==> src/rtl/aes_state_transpose_stream.sv <==
`default_nettype none
// ============================================================================
// Module   : aes_state_transpose_stream
// Purpose  : Streaming Rijndael state transposer. Collects a 4 x NB byte state
//            from BEAT_W-bit beats into a ping-pong pair of banks and presents
//            the whole state row-major->column-major (R2C), column-major->
//            row-major (C2R) or unchanged (bypass), chosen per block.
// Ports    : clk, rst (async, active high)
//            flush                 - drop the partially filled bank
//            mode[1:0]             - 0 R2C, 1 C2R, 2/3 bypass (first beat only)
//            in_valid/in_ready/in  - input beat stream, big-endian bit order
//            out_valid/out_ready   - full-state handshake
//            out/out_mode          - transformed state and its mode, zero
//                                    while out_valid is low
// Revision : 1.0 - initial release
// ============================================================================
module aes_state_transpose_stream #(
  parameter int NB     = 4,
  parameter int BEAT_W = 32,
  localparam int c_SW    = 32 * NB,
  localparam int c_BEATS = c_SW / BEAT_W,
  localparam int c_CNT_W = (c_BEATS > 1) ? $clog2(c_BEATS) : 1
) (
  input  logic              clk,
  input  logic              rst,
  input  logic              flush,
  input  logic [1:0]        mode,
  input  logic              in_valid,
  output logic              in_ready,
  input  logic [0:BEAT_W-1] in,
  output logic              out_valid,
  input  logic              out_ready,
  output logic [0:c_SW-1]   out,
  output logic [1:0]        out_mode
);

  localparam logic [1:0] c_MODE_R2C = 2'd0;
  localparam logic [1:0] c_MODE_C2R = 2'd1;
  localparam logic [c_CNT_W-1:0] c_LAST = c_CNT_W'(c_BEATS - 1);

  logic [0:c_SW-1]    r_bank [2];
  logic [1:0]         r_mode [2];
  logic [1:0]         r_full;
  logic               r_wr_ptr;
  logic               r_rd_ptr;
  logic [c_CNT_W-1:0] r_beat_cnt;

  logic               w_accept;
  logic               w_last;
  logic               w_pop;
  logic [0:c_SW-1]    w_rd_bank;
  logic [0:c_SW-1]    w_r2c;
  logic [0:c_SW-1]    w_c2r;

  // Ready depends only on registered state, never on out_ready.
  assign in_ready  = ~r_full[r_wr_ptr];
  assign out_valid = r_full[r_rd_ptr];

  // A flushed cycle drops any beat presented alongside it.
  assign w_accept  = in_valid & in_ready & ~flush;
  assign w_last    = (r_beat_cnt == c_LAST);
  assign w_pop     = out_valid & out_ready;

  assign w_rd_bank = r_bank[r_rd_ptr];

  // Byte permutations: (r,c) lives at NB*r+c row-major, 4c+r column-major.
  for (genvar r = 0; r < 4; r++) begin : g_row
    for (genvar c = 0; c < NB; c++) begin : g_col
      assign w_r2c[8*(4*c+r) +: 8]  = w_rd_bank[8*(NB*r+c) +: 8];
      assign w_c2r[8*(NB*r+c) +: 8] = w_rd_bank[8*(4*c+r) +: 8];
    end
  end

  always_comb begin
    out      = '0;
    out_mode = 2'd0;
    if (out_valid) begin
      out_mode = r_mode[r_rd_ptr];
      case (r_mode[r_rd_ptr])
        c_MODE_R2C: out = w_r2c;
        c_MODE_C2R: out = w_c2r;
        default:    out = w_rd_bank;
      endcase
    end
  end

  // Bank data carries no reset; it is only visible through the gated mux.
  always_ff @(posedge clk) begin
    if (w_accept) begin
      r_bank[r_wr_ptr][int'(r_beat_cnt)*BEAT_W +: BEAT_W] <= in;
    end
  end

  always_ff @(posedge clk or posedge rst) begin
    if (rst) begin
      r_full     <= 2'b00;
      r_mode[0]  <= 2'd0;
      r_mode[1]  <= 2'd0;
      r_wr_ptr   <= 1'b0;
      r_rd_ptr   <= 1'b0;
      r_beat_cnt <= '0;
    end else begin
      if (flush) begin
        r_beat_cnt <= '0;
      end else if (w_accept) begin
        if (r_beat_cnt == '0) begin
          r_mode[r_wr_ptr] <= mode;
        end
        if (w_last) begin
          r_full[r_wr_ptr] <= 1'b1;
          r_wr_ptr         <= ~r_wr_ptr;
          r_beat_cnt       <= '0;
        end else begin
          r_beat_cnt <= r_beat_cnt + c_CNT_W'(1);
        end
      end
      // A fill only targets an empty bank and a pop only a full one, so the
      // two updates never touch the same flag.
      if (w_pop) begin
        r_full[r_rd_ptr] <= 1'b0;
        r_rd_ptr         <= ~r_rd_ptr;
      end
    end
  end

endmodule
`default_nettype wire

==> config.mk <==
export PLATFORM = sky130hd
export DESIGN_NAME = aes_state_transpose_stream
export DESIGN_NICKNAME = d
export VERILOG_FILES = /design/src/rtl/aes_state_transpose_stream.sv
export SDC_FILE = /design/constraint.sdc
export NUM_CORES = 1
export LEC_CHECK = 0
export ABC_AREA = 1
export CAP_MARGIN = 20
export CORE_UTILIZATION = 45
export CTS_CLUSTER_DIAMETER = 40
export CTS_CLUSTER_SIZE = 24
export DETAILED_ROUTE_END_ITERATION = 6
export GPL_ROUTABILITY_DRIVEN = 0
export GPL_TIMING_DRIVEN = 0
export PLACE_DENSITY = 0.77
export SLEW_MARGIN = 0
export SYNTH_ARGS = -nofsm -noshare
export SYNTH_HDL_FRONTEND = slang
export SYNTH_SLANG_ARGS = --single-unit
==> constraint.sdc <==
create_clock -name clk -period 3.1 [get_ports clk]
set_input_delay 0.465 -clock clk [delete_from_list [all_inputs] [get_ports clk]]
set_output_delay 0.465 -clock clk [all_outputs]
set_load 0.02 [all_outputs]
==> metrics.cfg <==
[final_layout]
n_antenna_cell = 0
multi_input_area_sq_um = 3770
layout.nets = 1594
fin_util_pct = 59.2
drive_above_1_share_pct = 9.70
seqCellArea_sq_um = 7940
area_growth_pct = 29.0
fillCellCount = 2147

[power_and_ir_drop]
p_sw_share_pct = 44.5
netSwitchingPower_mw = 7.25
peakVddDrop_mv = 0.518
p_clk_share_pct = 23.7
power_mw = 16.3
leakagePower_nw = 7.30
p_comb_share_pct = 50.4
power.density_nw_per_um2 = 1020
p_seq_share_pct = 25.9
p_int_mw = 9.06

[placement]
port_buffers = 170
place_hpwl_um = 29400
dp_worst_setup_slack_ns = -0.187

[routing]
drt-total-wl_um = 42000
drc_errors = 0
wl_per_cell_um = 21.9
viasPerCell = 5.82
drt_iter0_drc = 1737
antenna_left = 0
first_pass_iters = 6
via_count = 11200

[floorplan]
die_x_um = 168
rows = 60
io_pins = 171
initial_core_util_pct = 45.9
die-height_um = 168
core-area_sq_um = 27000
dieArea_sq_um = 28200

[synthesis]
synth_edf_count = 256
syn_area_sq_um = 12400
synth_fa_ha_area_share_pct = 0.404
synthFlopType = edfxtp_1
syn_inst = 1331
synth-seq-area-share_pct = 64.0
synth-seq-cells = 266
synthXorXnorAreaFrac_pct = 0
syn-num-nets = 1374
synth_compound_area_share_pct = 4.25
synth-simple-area-share_pct = 25.4
syn_area_per_cell_sq_um = 9.31
ys_warn_count = 0
synth_mux_area_share_pct = 0
yosys.cell_types.count = 22
synth_top_family_by_area = simple AND/OR/NAND/NOR gates
async_flop_share_pct = 3.76

[worst_setup_path]
cp-startpoint = r_rd_ptr$_DFFE_PP0N_
start_kind = flop
cp-end-kind = primary output
r2r_start = r_beat_cnt[0]$_DFFE_PP0P_
cp.required_ns = 2.63
r2r_setup_slack_ns = 0.13
crit_chain = buf_4 -> inv_4 -> nand2_2 -> nand2_4 -> buf_6 -> inv_4 -> buf_6 -> buf_6 -> nor2_1 -> nor2_1 -> dlygate4sd2_1
critPathArrivalTime_ns = 2.65
slowest_delay_ns = 0.37
r2r_end = r_bank[1][98]$_DFFE_PP_
crit_type = flop to primary output
cp_max_fo = 10
reg2regPathDepth = 7
cp_common_cell = buf_6
cp_slowest_cell = dlygate4sd2_1

[timing]
slew_violations = 0
hold_viol = 0
timing.hold.ws_ns = 0.246
post-route-period-util_pct = 100
slew_headroom_pct = 32.9
rsz0062_at_grt = yes
max_freq_mhz = 321
worst_pin_slew_ns = 1.01
period_needed_ns = 3.12
setup_viol = 3
timing.final.ws_setup_ns = -0.0153
final.setup_skew_ns = 0.0256

[clocking]
clockRootBuffer = clkbuf_16
cts_hold_buf = 0
ctsHtreeMaxLevel = 2
clock_sinks = 266
cts_max_path_buffers = 3
clock_latency_ns = 0.52
cts_buffers = 34
cts_tree = done
clk_pin_slew_ns = 0.07

[grt]
antenna_found_initial = 0
busiest_layer = met2
grt_util_met2_pct = 45.8
grt_usage_pct = 29.6
grt_use_met3_pct = 8.56
grt_pass1_vias = 10800
grt_start_max_net_pins = 25
grt_pass1_wl_um = 61800
grt_overflow = 0
met1_usage_pct = 37.0

[hold_path]
hold_path.class = primary input to asynchronous set/reset pin

[run]
drv_cap = 0

[run_status]
run_status = finished with violations
violations = setup timing

flip-flops by register name, indices dropped and copies added, names as in the netlist:
| register | cells |
|---|---|
| r_bank | 256 |
| r_wr_ptr | 1 |
| r_full | 2 |
| r_mode | 4 |
| r_beat_cnt | 2 |
| r_rd_ptr | 1 |
worst max-delay path, delay by kind of cell (launching register included):
family / cells / cell delay (ns)
buffers and inverters: 7 / 1.30
flip-flops: 1 / 0.35
AND/OR/NAND/NOR: 4 / 0.47
metrics by stage:
step	cells	setup TNS, ns	cell area, sq um
after detailed placement	1850	-7.05	14800
after global placement	1842	-207.53	14500
after global routing	1918	-0.00532	16000
after floorplan	1331	-1.04	12400
after CTS	1914	0	15900
final	1918	-0.0386	16000
how the worst max path moves through the flow:
stage	to	slack (ns)	cells past startpoint
after floorplan	r_bank[0][32]$_DFFE_PP_	-0.02	6
after global placement	r_bank[1][34]$_DFFE_PP_	-1.29	6
after detailed placement	r_bank[0][117]$_DFFE_PP_	-0.19	7
after CTS	out[62]	0.0003	9
after global routing	out[62]	-0.005	9
final	out[63]	-0.02	11
layout make-up:
type | instances | area share (%)
buffer | 93 | 3.32
clock buffer | 42 | 5.97
clock inverter | 20 | 1.02
inverter | 78 | 1.91
multi-input combinational | 894 | 23.6
sequential | 266 | 49.6
tap | 341 | 2.67
timing repair buffer | 184 | 11.9
power groups by stage:
stage	Sequential [mW]	Combinational (mW)	Clock, mW
floorplan	4.28	4.57	0
global placement	4.29	8.04	0
detailed placement	4.29	8.24	0
CTS	4.22	8.05	3.85
global route	4.23	8.70	3.99
finish	4.23	8.22	3.87
Yosys cell counts (2+ instances only):
| cell type | count | area (sq um) |
|---|---|---|
| nor2_1 | 202 | 758 |
| nand3_1 | 5 | 25.0 |
| buf_1 | 10 | 37.5 |
| inv_1 | 75 | 282 |
| buf_4 | 2 | 15.0 |
| ha_1 | 4 | 50.1 |
| nand4_1 | 5 | 31.3 |
| clkbuf_1 | 43 | 161 |
| and2_1 | 2 | 12.5 |
| buf_2 | 32 | 160 |
| inv_4 | 2 | 12.5 |
| buf_6 | 6 | 67.6 |
| o21ai_0 | 102 | 510 |
| edfxtp_1 | 256 | 7690 |
| nor3_1 | 128 | 641 |
| nand2_1 | 442 | 1660 |
| dfrtp_1 | 10 | 250 |
metal layers:
metal	up-vias	wire (um)	share of wire, %
met3	208	6260	15
met1	5111	14600	35
met2	1009	18600	44
met5	-	0	0
met4	0	2640	6.3
li1	4835	-	-
what timing repair did:
item / 4_1_cts / 5_1_grt
resized for setup: 111 / 62
pin swaps: 1 / 0
buffers inserted: 2 / 4
endpoints found under the setup margin: 192 / 108
cells by family after synthesis:
logic type,after synthesis
and+or+nand+nor,786
buffers and inverters,171
adders and majority gates,4
DFF,266
AOI/OAI and AO/OA,104
cell usage in the layout (no fill, tap or decap), types with 4 or more instances in the layout:
cell type	count
nand2_1	442
edfxtp_1	256
nor2_1	196
nor3_1	128
o21ai_0	102
inv_1	73
clkdlybuf4s50_1	72
dlygate4sd2_1	61
clkbuf_16	37
dlymetal6s2s_1	28
clkbuf_2	25
clkbuf_1	23
buf_4	21
buf_2	17
buf_1	10
dfrtp_1	10
clkbuf_4	8
buf_6	7
buf_16	6
nand3_1	5
nand4_1	5
nor2_4	5
clkinv_1	5
clkinvlp_4	4
ha_1	4
clkinv_2	4
No activity file was read; power rests on OpenSTA's default activity.
